## src/rtl/count_uart_pkg.sv

```systemverilog
// ---------------------------------------------------------------------------
// count_uart_pkg
// Shared definitions for the count snapshot UART:
//   state_t          - serialiser states (IDLE, START, DATA, STOP)
//   DEF_CLKS_PER_BIT - default baud divider (115200 baud at 50 MHz)
//   num_bytes()      - number of 8-bit bytes needed to carry a w-bit value
// ---------------------------------------------------------------------------
package count_uart_pkg;

  typedef enum logic [1:0] {
    IDLE  = 2'd0,
    START = 2'd1,
    DATA  = 2'd2,
    STOP  = 2'd3
  } state_t;

  localparam int DEF_CLKS_PER_BIT = 434;

  // ceil(w/8)
  function automatic int num_bytes(input int w);
    return (w + 7) / 8;
  endfunction

endpackage

```

## src/rtl/uart_tx_byte.sv

```systemverilog
// ---------------------------------------------------------------------------
// uart_tx_byte
// Sends one 8N1 byte (start bit, 8 data bits LSB first, stop bit), each bit
// held for CLKS_PER_BIT clocks.
//   clk, reset : system clock, synchronous active-high reset
//   data       : byte to send, taken on the edge where valid && ready
//   valid      : a byte is presented
//   ready      : can take a byte this edge (idle, or last cycle of stop bit)
//   tx         : serial line, registered, idles high
// Because ready is also high on the final stop-bit cycle, a byte offered
// there goes straight into a new start bit with no idle gap.
// ---------------------------------------------------------------------------
module uart_tx_byte
  import count_uart_pkg::*;
#(
  parameter int CLKS_PER_BIT = DEF_CLKS_PER_BIT
) (
  input  logic       clk,
  input  logic       reset,
  input  logic [7:0] data,
  input  logic       valid,
  output logic       ready,
  output logic       tx
);

  localparam int BW = (CLKS_PER_BIT > 1) ? $clog2(CLKS_PER_BIT) : 1;
  localparam logic [BW-1:0] LAST = BW'(CLKS_PER_BIT - 1);

  state_t        state;
  logic [BW-1:0] baud;
  logic [2:0]    bit_idx;
  logic [7:0]    shreg;
  logic          bit_end;

  assign bit_end = (baud == LAST);
  assign ready   = (state == IDLE) || ((state == STOP) && bit_end);

  always_ff @(posedge clk) begin
    if (reset) begin
      state   <= IDLE;
      baud    <= '0;
      bit_idx <= '0;
      shreg   <= '0;
      tx      <= 1'b1;
    end else begin
      case (state)
        IDLE: begin
          baud <= '0;
          if (valid) begin
            shreg <= data;
            tx    <= 1'b0;
            state <= START;
          end
        end

        START: begin
          if (bit_end) begin
            baud    <= '0;
            bit_idx <= '0;
            tx      <= shreg[0];
            state   <= DATA;
          end else begin
            baud <= baud + 1'b1;
          end
        end

        DATA: begin
          if (bit_end) begin
            baud <= '0;
            if (bit_idx == 3'd7) begin
              tx    <= 1'b1;
              state <= STOP;
            end else begin
              // shreg[0] is on the line; the next bit sits at [1]
              tx      <= shreg[1];
              shreg   <= {1'b0, shreg[7:1]};
              bit_idx <= bit_idx + 1'b1;
            end
          end else begin
            baud <= baud + 1'b1;
          end
        end

        STOP: begin
          if (bit_end) begin
            baud <= '0;
            if (valid) begin
              shreg <= data;
              tx    <= 1'b0;
              state <= START;
            end else begin
              state <= IDLE;
            end
          end else begin
            baud <= baud + 1'b1;
          end
        end

        default: begin
          state <= IDLE;
          baud  <= '0;
          tx    <= 1'b1;
        end
      endcase
    end
  end

endmodule

```

## src/rtl/count_snapshot_uart.sv

```systemverilog
// ---------------------------------------------------------------------------
// count_snapshot_uart
// Snapshots the counter chain's count on a capture request and sends it as
// 8N1 UART bytes, most-significant byte first.
//   clk, reset : system clock, synchronous active-high reset
//   count      : live count, sampled only on an accepted capture
//   capture    : level request, sampled every edge
//   tx         : UART serial output (registered, idles high)
//   busy       : high while the byte sequence is in flight
//   overrun    : one-cycle pulse after any edge with capture=1 while busy
// ---------------------------------------------------------------------------
module count_snapshot_uart
  import count_uart_pkg::*;
#(
  parameter int COUNT_WIDTH  = 16,
  parameter int CLKS_PER_BIT = DEF_CLKS_PER_BIT
) (
  input  logic                   clk,
  input  logic                   reset,
  input  logic [COUNT_WIDTH-1:0] count,
  input  logic                   capture,
  output logic                   tx,
  output logic                   busy,
  output logic                   overrun
);

  localparam int NUM_BYTES = num_bytes(COUNT_WIDTH);
  localparam int SNAP_W    = NUM_BYTES * 8;
  localparam int IW        = (NUM_BYTES > 1) ? $clog2(NUM_BYTES) : 1;
  localparam logic [IW-1:0] TOP_IDX = IW'(NUM_BYTES - 1);

  logic [SNAP_W-1:0] snap;
  logic [SNAP_W-1:0] count_ext;
  logic [SNAP_W-1:0] sel_src;
  logic [IW-1:0]     byte_idx;   // byte currently on the line
  logic [IW-1:0]     sel_idx;    // byte offered to the serialiser
  logic [7:0]        byte_data;
  logic              byte_valid;
  logic              byte_ready;

  assign count_ext = SNAP_W'(count);

  // The first byte must start on the capture edge itself, before snap is
  // loaded, so it comes straight from count. Later bytes come from snap,
  // one below the byte on the line.
  assign sel_src = busy ? snap : count_ext;
  assign sel_idx = busy ? (byte_idx - 1'b1) : TOP_IDX;

  always_comb begin
    byte_data = '0;
    for (int i = 0; i < NUM_BYTES; i++)
      if (sel_idx == IW'(i))
        byte_data = sel_src[i*8 +: 8];
  end

  // While busy, the next byte is offered continuously; the serialiser only
  // takes it on its last stop-bit cycle, giving back-to-back frames.
  assign byte_valid = busy ? (byte_idx != '0) : capture;

  uart_tx_byte #(
    .CLKS_PER_BIT(CLKS_PER_BIT)
  ) u_tx (
    .clk  (clk),
    .reset(reset),
    .data (byte_data),
    .valid(byte_valid),
    .ready(byte_ready),
    .tx   (tx)
  );

  always_ff @(posedge clk) begin
    if (reset) begin
      snap     <= '0;
      byte_idx <= '0;
      busy     <= 1'b0;
      overrun  <= 1'b0;
    end else begin
      overrun <= capture & busy;
      if (!busy) begin
        if (capture) begin
          snap     <= count_ext;
          byte_idx <= TOP_IDX;
          busy     <= 1'b1;
        end
      end else if (byte_ready) begin
        // ready while busy means the current byte's stop bit just ended;
        // capture is deliberately not looked at on this edge
        if (byte_idx != '0)
          byte_idx <= byte_idx - 1'b1;
        else
          busy <= 1'b0;
      end
    end
  end

endmodule

```

## config.mk

```make
export PLATFORM = sky130hd
export DESIGN_NAME = count_snapshot_uart
export DESIGN_NICKNAME = d
export VERILOG_FILES = /design/src/rtl/count_uart_pkg.sv /design/src/rtl/uart_tx_byte.sv /design/src/rtl/count_snapshot_uart.sv
export SDC_FILE = /design/constraint.sdc
export NUM_CORES = 1
export LEC_CHECK = 0
export BUFFER_PORTS_ARGS = -buffer_cell sky130_fd_sc_hd__buf_2
export CAP_MARGIN = 10
export CORE_MARGIN = 4
export CORE_UTILIZATION = 30
export CTS_CLUSTER_DIAMETER = 60
export DETAILED_ROUTE_END_ITERATION = 10
export GPL_TIMING_DRIVEN = 0
export MAX_ROUTING_LAYER = met4
export PLACE_DENSITY = 0.5
export RECOVER_POWER = 50
export SLEW_MARGIN = 20
export SYNTH_ARGS = -nofsm -noshare
export SYNTH_HDL_FRONTEND = slang
export SYNTH_SLANG_ARGS = --single-unit
```

## constraint.sdc

```tcl
create_clock -name clk -period 1.9 [get_ports clk]
set_input_delay 0.475 -clock clk [delete_from_list [all_inputs] [get_ports clk]]
set_output_delay 0.475 -clock clk [all_outputs]
set_load 0.05 [all_outputs]
```

==> reports/qor.yml, run 1 <==
outcome:
  status: "finished, final reports clean"
placed_design:
  dpl-instance-area_sq_um: 2270
  portBuffers: 21
  place_congestion: 0.7495
  dp.final_hpwl_um: 3454
power_and_ir_drop:
  finalPower_mw: 2.976
  powerDensity_nw_per_um2: 1241
  switching_share_pct: 37.08
  p_int_mw: 1.872
  seqPwrFrac_pct: 37.7
  power_frac_comb_pct: 37.5
  p_leak_nw: 0.8853
  pwr-share-clk_pct: 24.8
  power_switching_mw: 1.103
  ir_worst_vdd_mv: 0.4641
sta:
  finalHoldViolations: 0
  setup_viol: 0
  relSlewSlack_pct: 55.62
  fin_crit_sh_pct: 90.90
  min_period_ns: 1.727
  worst_pin_slew_ns: 0.6656
  finalClockSkew_ns: 0.01745
  finalMaxSlewViolations: 0
  totalNegativeSetupSlack_ns: 0
  rsz0062_at_grt: "no"
  fmax_ghz: 0.5790
finish:
  fill_cells: 715
  multiInputGateArea_sq_um: 1134
  area_growth_pct: 15.97
  stdcell_area_sq_um: 2399
  drive_gt1_share_pct: 17.28
  diodes: 0
  mostFrequentLayoutCells: "a21oi_1 (42), dfxtp_1 (42), nand2_1 (37), buf_2 (20), nor2_1 (17)"
  layout.area.seq_sq_um: 840.8
  final_nets: 299
hold_path:
  hold_class: "in2reg"
logic_synthesis:
  synth_seq_area_share_pct: 40.65
  ys_warn_count: 0
  yosysUniqueCellTypes: 39
  synth-edff-count: 0
  ys_ff_latch: 42
  synth-main-ff-cell: "dfxtp_1"
  yosys-top-cells-area: "dfxtp_1 (41%), a21oi_1 (10%), nand2_1 (6.7%)"
  yosysTopAreaCellShare_pct: 40.65
  synth_largest_area_cell: "dfxtp_1"
  syn_area_sq_um: 2068
  syn_inst: 243
  syn_area_per_cell_sq_um: 8.511
  syn_nets: 271
  synth-async-reset-ratio_pct: 0
setup_path:
  critPathLaunchType: "flip-flop"
  crit_path_max_fanout: 10
  crit_required_ns: 2.05
  endpoint_kind: "flip-flop"
  arrival_ns: 1.87
  critPathKind: "reg2reg"
  reg2reg_slack_ns: 0.17
routing:
  drc: 0
  drtIter0Drc: 75
  drtPass1Iterations: 4
  num_vias: 1740
  drtAntennaViolNets: 0
  viasPerCell: 4.986
  routedWlPerCell_um: 13.33
  routed_wirelength_um: 4652
clock_network:
  cts.sinks: 42
  cts-root-buf: "clkbuf_8"
  htreeDepth: 2
  clock_latency_ns: 0.30
  cts_tree: "built"
  cts_buffers: 5
  clk_path_buf_depth: 2
  path_clk_slew_ns: 0.10
grt:
  grt_overflow: 0
  grt_usage_pct: 12.30
  grt_pass1_wl_um: 8155
  grt_pass1_vias: 1688
  antenna_found_initial: 0
  grt_max_degree: 16
floorplan:
  rows: 29
  design.core.area_sq_um: 6531
  die_x_um: 91.03
  initial_utilization_pct: 31.67
  dieArea_sq_um: 8286
  ios: 22
  die_height_um: 91.03
flow_run:
  drv_cap: 0
-- flip-flops by register name (all words and copies together), names as in the netlist --
| name | cells |
|---|---|
| u_tx.baud | 9 |
| u_tx.bit_idx | 3 |
| byte_idx | 1 |
| busy | 1 |
| u_tx.shreg | 8 |
| snap | 16 |
| u_tx.tx | 1 |
| overrun | 1 |
| u_tx.state | 2 |
-- power by group through the flow --
stage	Clock [mW]	Combinational [mW]	Sequential (mW)
CTS	0.769	1.11	1.12
global route	0.811	1.25	1.14
finish	0.738	1.11	1.12
detailed placement	0	1.10	1.14
global placement	0	1.10	1.14
floorplan	0	0.817	1.17
-- per-layer routing --
metal | part of all wire [%] | global-route usage (%) | vias up
met3 | 3.6 | 2.893 | 4
met5 | 0 | - | -
met2 | 44 | 18.64 | 28
met4 | 1.2 | 4.774 | 0
li1 | - | - | 909
met1 | 51 | 15.84 | 799
-- path summary, 6_finish.rpt --
check,startpoint,endpoint,cells after the start
hold / removal,count[2],snap[2],3
hold reg to reg,snap[7],snap[7],2
setup reg to reg,u_tx.baud[0],u_tx.shreg[1],6
setup / recovery,u_tx.baud[0],u_tx.shreg[1],6
-- area by class of cell --
cell class | count | area share (%)
Clock inverter | 3 | 2.034
Inverter | 8 | 1.252
Multi-Input combinational cell | 179 | 47.26
Buffer | 13 | 3.130
Timing Repair Buffer | 22 | 4.382
Clock buffer | 5 | 2.869
Tap cell | 77 | 4.017
Sequential cell | 42 | 35.05
-- kinds of logic after synthesis --
| group | Yosys count | share of synthesized area [%] |
|---|---|---|
| adders and majority gates | 9 | 5.445 |
| xor gates and xnor gates | 5 | 2.117 |
| DFF | 42 | 40.65 |
| and+or+nand+nor | 80 | 18.09 |
| AOI/OAI and AO/OA | 76 | 23.83 |
| buffers and inverters | 22 | 5.263 |
| muxes | 9 | 4.598 |
-- stage by stage --
step	cells	utilization, %	hold WS, ns	worst slack, ns
global route	349	36.72	0.3946	0.01019
global placement	341	34.75	0.4418	-0.1288
detailed placement	341	34.75	0.4477	-0.1390
finish	349	36.72	0.4003	0.1729
CTS	349	36.65	0.3876	0.002586
floorplan	243	-	0.4357	0.08780
-- synth_stat cells (7+ instances only) --
master	n
a21oi_1	42
dfxtp_1	42
nand2_1	37
nor2_1	17
a211oi_1	9
ha_1	9
inv_1	8
mux2i_1	8
a211oi_2	7
clkbuf_1	7
nand3_1	7
o21ai_0	7
-- what timing repair did --
| action | CTS | global route |
|---|---|---|
| hold buffers | 0 | 0 |
| pin swaps | 0 | 1 |
| hold endpoints to repair | 0 | 0 |
| gates resized for setup | 2 | 2 |
| endpoints found under the setup margin | 10 | 16 |
| buffers inserted | 0 | 1 |
-- critical path, stage by stage (launching register included) --
cell	delay (ns)
dfxtp_1	0.40
ha_1	0.19
nand4bb_1	0.23
o22ai_4	0.35
and2_4	0.20
buf_6	0.13
a211oi_2	0.07
No activity file was read; power rests on OpenSTA's default activity.
==> run 2, diff against run 1 <==
--- a/config.mk
+++ b/config.mk
@@ -5,17 +5,17 @@
 export SDC_FILE = /design/constraint.sdc
 export NUM_CORES = 1
 export LEC_CHECK = 0
-export BUFFER_PORTS_ARGS = -buffer_cell sky130_fd_sc_hd__buf_2
 export CAP_MARGIN = 10
 export CORE_MARGIN = 4
 export CORE_UTILIZATION = 30
 export CTS_CLUSTER_DIAMETER = 60
 export DETAILED_ROUTE_END_ITERATION = 10
+export DONT_BUFFER_PORTS = 1
 export GPL_TIMING_DRIVEN = 0
 export MAX_ROUTING_LAYER = met4
-export PLACE_DENSITY = 0.5
+export PLACE_DENSITY = 0.48
 export RECOVER_POWER = 50
-export SLEW_MARGIN = 20
 export SYNTH_ARGS = -nofsm -noshare
 export SYNTH_HDL_FRONTEND = slang
 export SYNTH_SLANG_ARGS = --single-unit
+export TNS_END_PERCENT = 20
==> run 2 against run 1 <==
Net effect:
- final cell count shrank 6.0%
- combinational power shrank 4%
- fmax shrank 1.3%
- first-iteration DRC count shrank 20%
- via count shrank 3.8%
- critical path type unchanged
- largest power group unchanged
==> reports/qor.yml, run 2 (synthesized netlist as in run 1, its figures left out) <==
outcome:
  status: "finished, final reports clean"  # unchanged
setup_path:
  critPathLaunchType: "flip-flop"  # unchanged
  cp_common_cell: "buf_6"
  endpoint_kind: "flip-flop"  # unchanged
  critPathKind: "reg2reg"  # unchanged
  crit_required_ns: 2.11  # was 2.05 ns
  cp_num_buf_inv: 2  # was 1
  slowest_delay_ns: 0.54  # was 0.40 ns
  cp_top_family: "flip-flops"  # was simple AND/OR/NAND/NOR gates
  critical_path.cell_chain: "mux2_4 > o21a_1 > buf_6 > and2_4 > buf_6 > a211oi_2"  # was ha_1 > nand4bb_1 > o22ai_4 > and2_4 > buf_6 > a211oi_2
  crit_path_max_fanout: 10  # unchanged
  arrival_ns: 1.96  # was 1.87 ns
  startpoint: "busy"  # was u_tx.baud[0]
  timing.rr.start: "busy"  # was u_tx.baud[0]
  cp_slowest_cell: "dfxtp_2"  # was dfxtp_1
  reg2reg_slack_ns: 0.15  # was 0.17 ns
sta:
  finalMaxSlewViolations: 0  # unchanged
  finalHoldViolations: 0  # unchanged
  hold_slack_ns: 0.3112  # was 0.4003 ns
  worst_pin_slew_ns: 0.6300  # was 0.6656 ns
  finalClockSkew_ns: 0.005442  # was 0.01745 ns
  min_period_ns: 1.751  # was 1.727 ns
  fin_crit_sh_pct: 92.14  # was 90.90%
  setup_viol: 0  # unchanged
  fmax_ghz: 0.5712  # was 0.5790 GHz
  relSlewSlack_pct: 58.00  # was 55.62%
  rsz0062_at_grt: "no"  # unchanged
power_and_ir_drop:
  powerDensity_nw_per_um2: 1227  # was 1241 nW/um^2
  p_leak_nw: 0.8151  # was 0.8853 nW
  finalPower_mw: 2.793  # was 2.976 mW
  ir_worst_vdd_mv: 0.5694  # was 0.4641 mV
hold_path:
  min_from: "count[10]"  # was count[2]
  hold_class: "in2reg"  # unchanged
placed_design:
  dp.cells: 320  # was 341
  dpl-instance-area_sq_um: 2165  # was 2270 sq um
  portBuffers: 0  # was 21
  dp.final_hpwl_um: 3430  # was 3454 um
  place_congestion: 0.7626  # was 0.7495
clock_network:
  cts-root-buf: "clkbuf_8"  # unchanged
  cts.sinks: 42  # unchanged
  htreeDepth: 2  # unchanged
  clk_path_buf_depth: 2  # unchanged
  path_clk_slew_ns: 0.08  # was 0.10 ns
  cts_buffers: 5  # unchanged
  cts_tree: "built"  # unchanged
  ctsHoldBuffers: 0  # unchanged
  clock_latency_ns: 0.29  # was 0.30 ns
routing:
  num_vias: 1674  # was 1,740
  routed_wirelength_um: 4755  # was 4652 um
  drc: 0  # unchanged
  drtAntennaViolNets: 0  # unchanged
  drtPass1Iterations: 4  # unchanged
  viasPerCell: 5.104  # was 4.986
  routedWlPerCell_um: 14.50  # was 13.33 um
  drtIter0Drc: 60  # was 75
floorplan:
  ios: 22  # unchanged
  design.core.area_sq_um: 6531  # unchanged
  initial_utilization_pct: 31.67  # unchanged
  die_height_um: 91.03  # unchanged
  die_x_um: 91.03  # unchanged
  dieArea_sq_um: 8286  # unchanged
  rows: 29  # unchanged
finish:
  fin_cells: 328  # was 349
  final_nets: 279  # was 299
  multiInputGateArea_sq_um: 1134  # unchanged
  reg_top3: "snap (16), u_tx.baud (9), u_tx.shreg (8)"  # unchanged
  stdcell_area_sq_um: 2276  # was 2399 sq um
  largest_register_ffs: 16  # unchanged
  diodes: 0  # unchanged
  mostFrequentLayoutCells: "a21oi_1 (42), dfxtp_1 (41), nand2_1 (37), nor2_1 (17)"  # was a21oi_1 (42), dfxtp_1 (42), nand2_1 (37), buf_2 (20), nor2_1 (17)
  fill_cells: 683  # was 715
  area_growth_pct: 10.04  # was 15.97%
  layout.area.seq_sq_um: 842.1  # was 840.8 sq um
  final_common_cell: "a21oi_1"
  regMostFlops: "snap"  # unchanged
  drive_gt1_share_pct: 12.75  # was 17.28%
grt:
  grt_pass1_vias: 1557  # was 1,688
  grt_overflow: 0  # unchanged
  grt_usage_pct: 12.24  # was 12.30%
  grt_pass1_wl_um: 8045  # was 8155 um
  grt_max_degree: 18  # was 16
  antenna_found_initial: 0  # unchanged
flow_run:
  drv_cap: 0  # unchanged
==> run 2: per-layer routing <==
metal  vias up  GRT usage (%)  routed length (um)
met3         5          2.314                 213
met4         0          4.146                  47
li1        866              -                   -
met1       769          17.11                2336
met5         -              -                   0
met2        34          17.66                2157
==> run 2: cell type report <==
type,count,share of cell area [%]
multi-input cells,179,49.81
flip-flops and latches,42,37.00
well taps,77,4.233
plain buffers,12,3.299
clock buffers,5,3.024
inverters,8,1.319
repair buffers,3,0.8796
clock inverters,2,0.4398
==> run 2: worst paths after layout <==
check                  end  depth (start not counted)
max reg2reg  u_tx.shreg[3]                          6
min reg2reg       snap[10]                          2
max          u_tx.shreg[3]                          6
min               snap[10]                          2
==> run 2: what timing repair did <==
| action | CTS | global route |
|---|---|---|
| endpoints found under the setup margin | 21 | 21 |
| pin swaps | 0 | 2 |
| gates cloned | 0 | 0 |
| buffers inserted | 0 | 3 |
| gates resized for setup | 6 | 1 |
==> run 2: worst reg2reg max path, stage by stage, from the launching register on <==
cell      delay, ns
dfxtp_2        0.54
mux2_4         0.38
o21a_1         0.19
buf_6          0.14
and2_4         0.14
buf_6          0.13
a211oi_2       0.16
==> run 2: metrics by stage <==
step / setup TNS, ns / setup slack, ns / util (%)
global route: 0 / 0.003873 / 34.85
floorplan: 0 / 0.08780 / -
detailed placement: -4.040 / -0.2556 / 33.14
CTS: -0.001160 / -0.001160 / 34.67
global placement: -3.982 / -0.2476 / 33.14
finish: 0 / 0.1493 / 34.85
==> run 2: report_power, final <==
| group | internal [mW] | leakage (nW) | switching (mW) |
|---|---|---|---|
| combinational | 0.454 | 0.427 | 0.614 |
| clock | 0.247 | 0.0438 | 0.295 |
| sequential | 1.03 | 0.344 | 0.153 |
==> run 3, diff against run 2 <==
--- a/config.mk
+++ b/config.mk
@@ -5,6 +5,7 @@
 export SDC_FILE = /design/constraint.sdc
 export NUM_CORES = 1
 export LEC_CHECK = 0
+export ABC_AREA = 1
 export CAP_MARGIN = 10
 export CORE_MARGIN = 4
 export CORE_UTILIZATION = 30
==> run 3 against run 2 <==
Net effect:
- non-clock buffer count is 5 lower
- die area rose by 1.9%
- clock skew rose by 0.0024 ns
- flip-flop and latch count unchanged
- sequential share of layout area fell by 0.89 points
==> reports/qor.yml, run 3 <==
outcome:
  status: "finished, final reports clean"  # unchanged
grt:
  grt_overflow: 0  # unchanged
  grt_pass1_wl_um: 8321  # was 8045 um
  grt_max_degree: 15  # was 18
  grt_pass1_vias: 1755  # was 1,557
  antenna_found_initial: 0  # unchanged
  grt_usage_pct: 12.60  # was 12.24%
floorplan:
  die_height_um: 91.88  # was 91.03 um
  design.core.area_sq_um: 6832  # was 6531 sq um
  rows: 30  # was 29
  dieArea_sq_um: 8442  # was 8286 sq um
  initial_utilization_pct: 30.90  # was 31.67%
  ios: 22  # unchanged
  die_x_um: 91.88  # was 91.03 um
clock_network:
  htreeDepth: 2  # unchanged
  cts_buffers: 5  # unchanged
  clock_latency_ns: 0.30  # was 0.29 ns
  clk_path_buf_depth: 2  # unchanged
  cts-root-buf: "clkbuf_8"  # unchanged
  cts_resized: 1  # was 6
  path_clk_slew_ns: 0.09  # was 0.08 ns
  ctsHoldBuffers: 0  # unchanged
  cts.sinks: 42  # unchanged
  post_cts_buffers: 0  # unchanged
  cts_tree: "built"  # unchanged
routing:
  drtPass1Iterations: 4  # unchanged
  drtIter0Drc: 64  # was 60
  wl_met3_um: 171  # was 213 um
  viasPerCell: 4.333  # was 5.104
  num_vias: 1798  # was 1,674
  wl_met1_um: 2389  # was 2336 um
  dr_wl_met2_um: 2054  # was 2157 um
  routed_wirelength_um: 4715  # was 4755 um
  dr.max_layer_used: "met4"  # unchanged
  routedWlPerCell_um: 11.36  # was 14.50 um
  drtAntennaViolNets: 0  # unchanged
  drc: 0  # unchanged
finish:
  diodes: 0  # unchanged
  multiInputGateArea_sq_um: 1109  # was 1134 sq um
  regMostFlops: "snap"  # unchanged
  area_growth_pct: 10.49  # was 10.04%
  layout.area.seq_sq_um: 842.1  # unchanged
  mostFrequentLayoutCells: "nand2_1 (79), nor2_1 (72), dfxtp_1 (41), inv_1 (25), o21ai_0 (25)"  # was a21oi_1 (42), dfxtp_1 (41), nand2_1 (37), nor2_1 (17)
  final_common_cell: "nand2_1"  # was a21oi_1
  drive_gt1_share_pct: 9.718  # was 12.75%
  final_nets: 346  # was 279
  largest_register_ffs: 16  # unchanged
  fill_cells: 782  # was 683
  reg_top3: "snap (16), u_tx.baud (9), u_tx.shreg (8)"  # unchanged
sta:
  fin_crit_sh_pct: 89.65  # was 92.14%
  setup_viol: 0  # unchanged
  hold_slack_ns: 0.2333  # was 0.3112 ns
  finalMaxSlewViolations: 0  # unchanged
  min_period_ns: 1.703  # was 1.751 ns
  finalClockSkew_ns: 0.007835  # was 0.005442 ns
  rsz0062_at_grt: "no"  # unchanged
  finalHoldViolations: 0  # unchanged
  totalNegativeSetupSlack_ns: 0  # unchanged
  worst_pin_slew_ns: 0.5321  # was 0.6300 ns
  fmax_ghz: 0.5871  # was 0.5712 GHz
  relSlewSlack_pct: 64.48  # was 58.00%
setup_path:
  timing.rr.start: "u_tx.state[0]"  # was busy
  slowest_delay_ns: 0.42  # was 0.54 ns
  cp_common_cell: "nor2_1"  # was buf_6
  cp_num_buf_inv: 3  # was 2
  endpoint_kind: "flip-flop"  # unchanged
  critPathLaunchType: "flip-flop"  # unchanged
  cp_top_family: "buffers and inverters"  # was flip-flops
  critPathKind: "reg2reg"  # unchanged
  critical_path.cell_chain: "inv_1 > ha_1 > inv_1 > clkbuf_4 > nand2_1 > nor2_1 > nor2_1 > nor2_1 > nor2_1"  # was mux2_4 > o21a_1 > buf_6 > and2_4 > buf_6 > a211oi_2
  crit_path_max_fanout: 10  # unchanged
  startpoint: "u_tx.state[0]"  # was busy
  arrival_ns: 1.90  # was 1.96 ns
  cp_slowest_cell: "dfxtp_1"  # was dfxtp_2
  crit_required_ns: 2.10  # was 2.11 ns
hold_path:
  min_from: "reset"  # was count[10]
  hold_class: "in2reg"  # unchanged
logic_synthesis:
  syn_nets: 339  # was 271
  synth-main-ff-cell: "dfxtp_1"  # unchanged
  yosys-top-cells-area: "dfxtp_1 (40%), nand2_1 (14%), nor2_1 (13%)"  # was dfxtp_1 (41%), a21oi_1 (10%), nand2_1 (6.7%)
  syn_area_per_cell_sq_um: 6.787  # was 8.511 sq um
  synth-edff-count: 0  # unchanged
  synth_most_common_cell: "nand2_1"
  yosysTopAreaCellShare_pct: 39.83  # was 40.65%
  syn_area_sq_um: 2111  # was 2068 sq um
  syn_inst: 311  # was 243
  synth_common_cells: "nand2_1 (78), nor2_1 (72), dfxtp_1 (42)"  # was a21oi_1 (42), dfxtp_1 (42), nand2_1 (37)
  synth_largest_area_cell: "dfxtp_1"  # unchanged
  synth-async-reset-ratio_pct: 0  # unchanged
  ys_warn_count: 0  # unchanged
  ys_ff_latch: 42  # unchanged
  synth_seq_area_share_pct: 39.83  # was 40.65%
  yosysUniqueCellTypes: 28  # was 39
placed_design:
  portBuffers: 0  # unchanged
  dp.final_hpwl_um: 3543  # was 3430 um
  place_congestion: 0.7528  # was 0.7626
power_and_ir_drop:
  powerDensity_nw_per_um2: 1285  # was 1227 nW/um^2
  p_leak_nw: 1.059  # was 0.8151 nW
  ir_worst_vdd_mv: 0.3747  # was 0.5694 mV
flow_run:
  drv_cap: 0  # unchanged
[run 3: cell types whose count changed in the layout (fill, tap and decap cells not counted), moves of 4 or more]
| cell | change |
|---|---|
| o21ai_0 | +18 |
| inv_1 | +17 |
| nand2_1 | +42 |
| a211oi_1 | -8 |
| a211oi_2 | -8 |
| mux2i_1 | -8 |
| a21oi_1 | -32 |
| nand2b_1 | -5 |
| nor2_1 | +55 |
| nand2_2 | +4 |
| nand3_1 | +9 |
[run 3: final cells by class]
class                      count  area share (%)
buffer                        10           2.575
clock buffer                   6           3.541
clock inverter                 2          0.6974
inverter                      26           4.399
multi-input combinational    233           47.53
sequential                    42           36.11
tap                           96           5.150
[run 3: cell families after synthesis]
logic type / Yosys count / synth area share [%]
AND/OR/NAND/NOR: 185 / 37.34
flip-flops: 42 / 39.83
buffers and inverters: 36 / 7.528
AO/OA/AOI/OAI: 35 / 8.299
adder cells (fa/ha/maj): 9 / 5.335
XOR/XNOR: 4 / 1.660
[run 3: worst reg2reg max path, cell delays in order (launching register included)]
cell and delay (ns):
dfxtp_1 0.42, inv_1 0.12, ha_1 0.24, inv_1 0.15, clkbuf_4 0.24, nand2_1 0.07
nor2_1 0.17, nor2_1 0.06, nor2_1 0.09, nor2_1 0.05
[run 3: where the power goes]
group | leakage [nW] | switching (mW) | internal [mW] | total (mW)
clock | 0.0478 | 0.330 | 0.299 | 0.630
sequential | 0.346 | 0.154 | 1.05 | 1.20
combinational | 0.666 | 0.740 | 0.428 | 1.17
total | 1.06 | 1.22 | 1.77 | 3.00
[run 3: per-stage QoR]
stage / total power, mW / instances / instance area (sq um) / util, % / worst slack (ns)
after floorplan: 2.155 / 311 / 2111 / - / 0.3014
after global placement: 2.391 / 407 / 2231 / 32.66 / 0.02315
after detailed placement: 2.397 / 407 / 2231 / 32.66 / 0.01470
after CTS: 3.045 / 415 / 2331 / 34.12 / 0.03921
after global routing: 3.307 / 415 / 2332 / 34.14 / 0.01179
final: 2.998 / 415 / 2332 / 34.14 / 0.1966
[run 3: worst paths after layout]
path                         to  slack (ns)  cells after the start
hold reg to reg         snap[8]        0.45                      2
setup reg to reg  u_tx.shreg[1]        0.20                      9
hold / removal             busy        0.23                      1
setup / recovery  u_tx.shreg[1]        0.20                      9
[run 3: routing by layer]
| layer | vias up | GRT usage (%) |
|---|---|---|
| li1 | 979 | - |
| met2 | 25 | 18.43 |
| met5 | - | - |
| met3 | 8 | 3.199 |
| met1 | 786 | 16.59 |
| met4 | 0 | 5.074 |
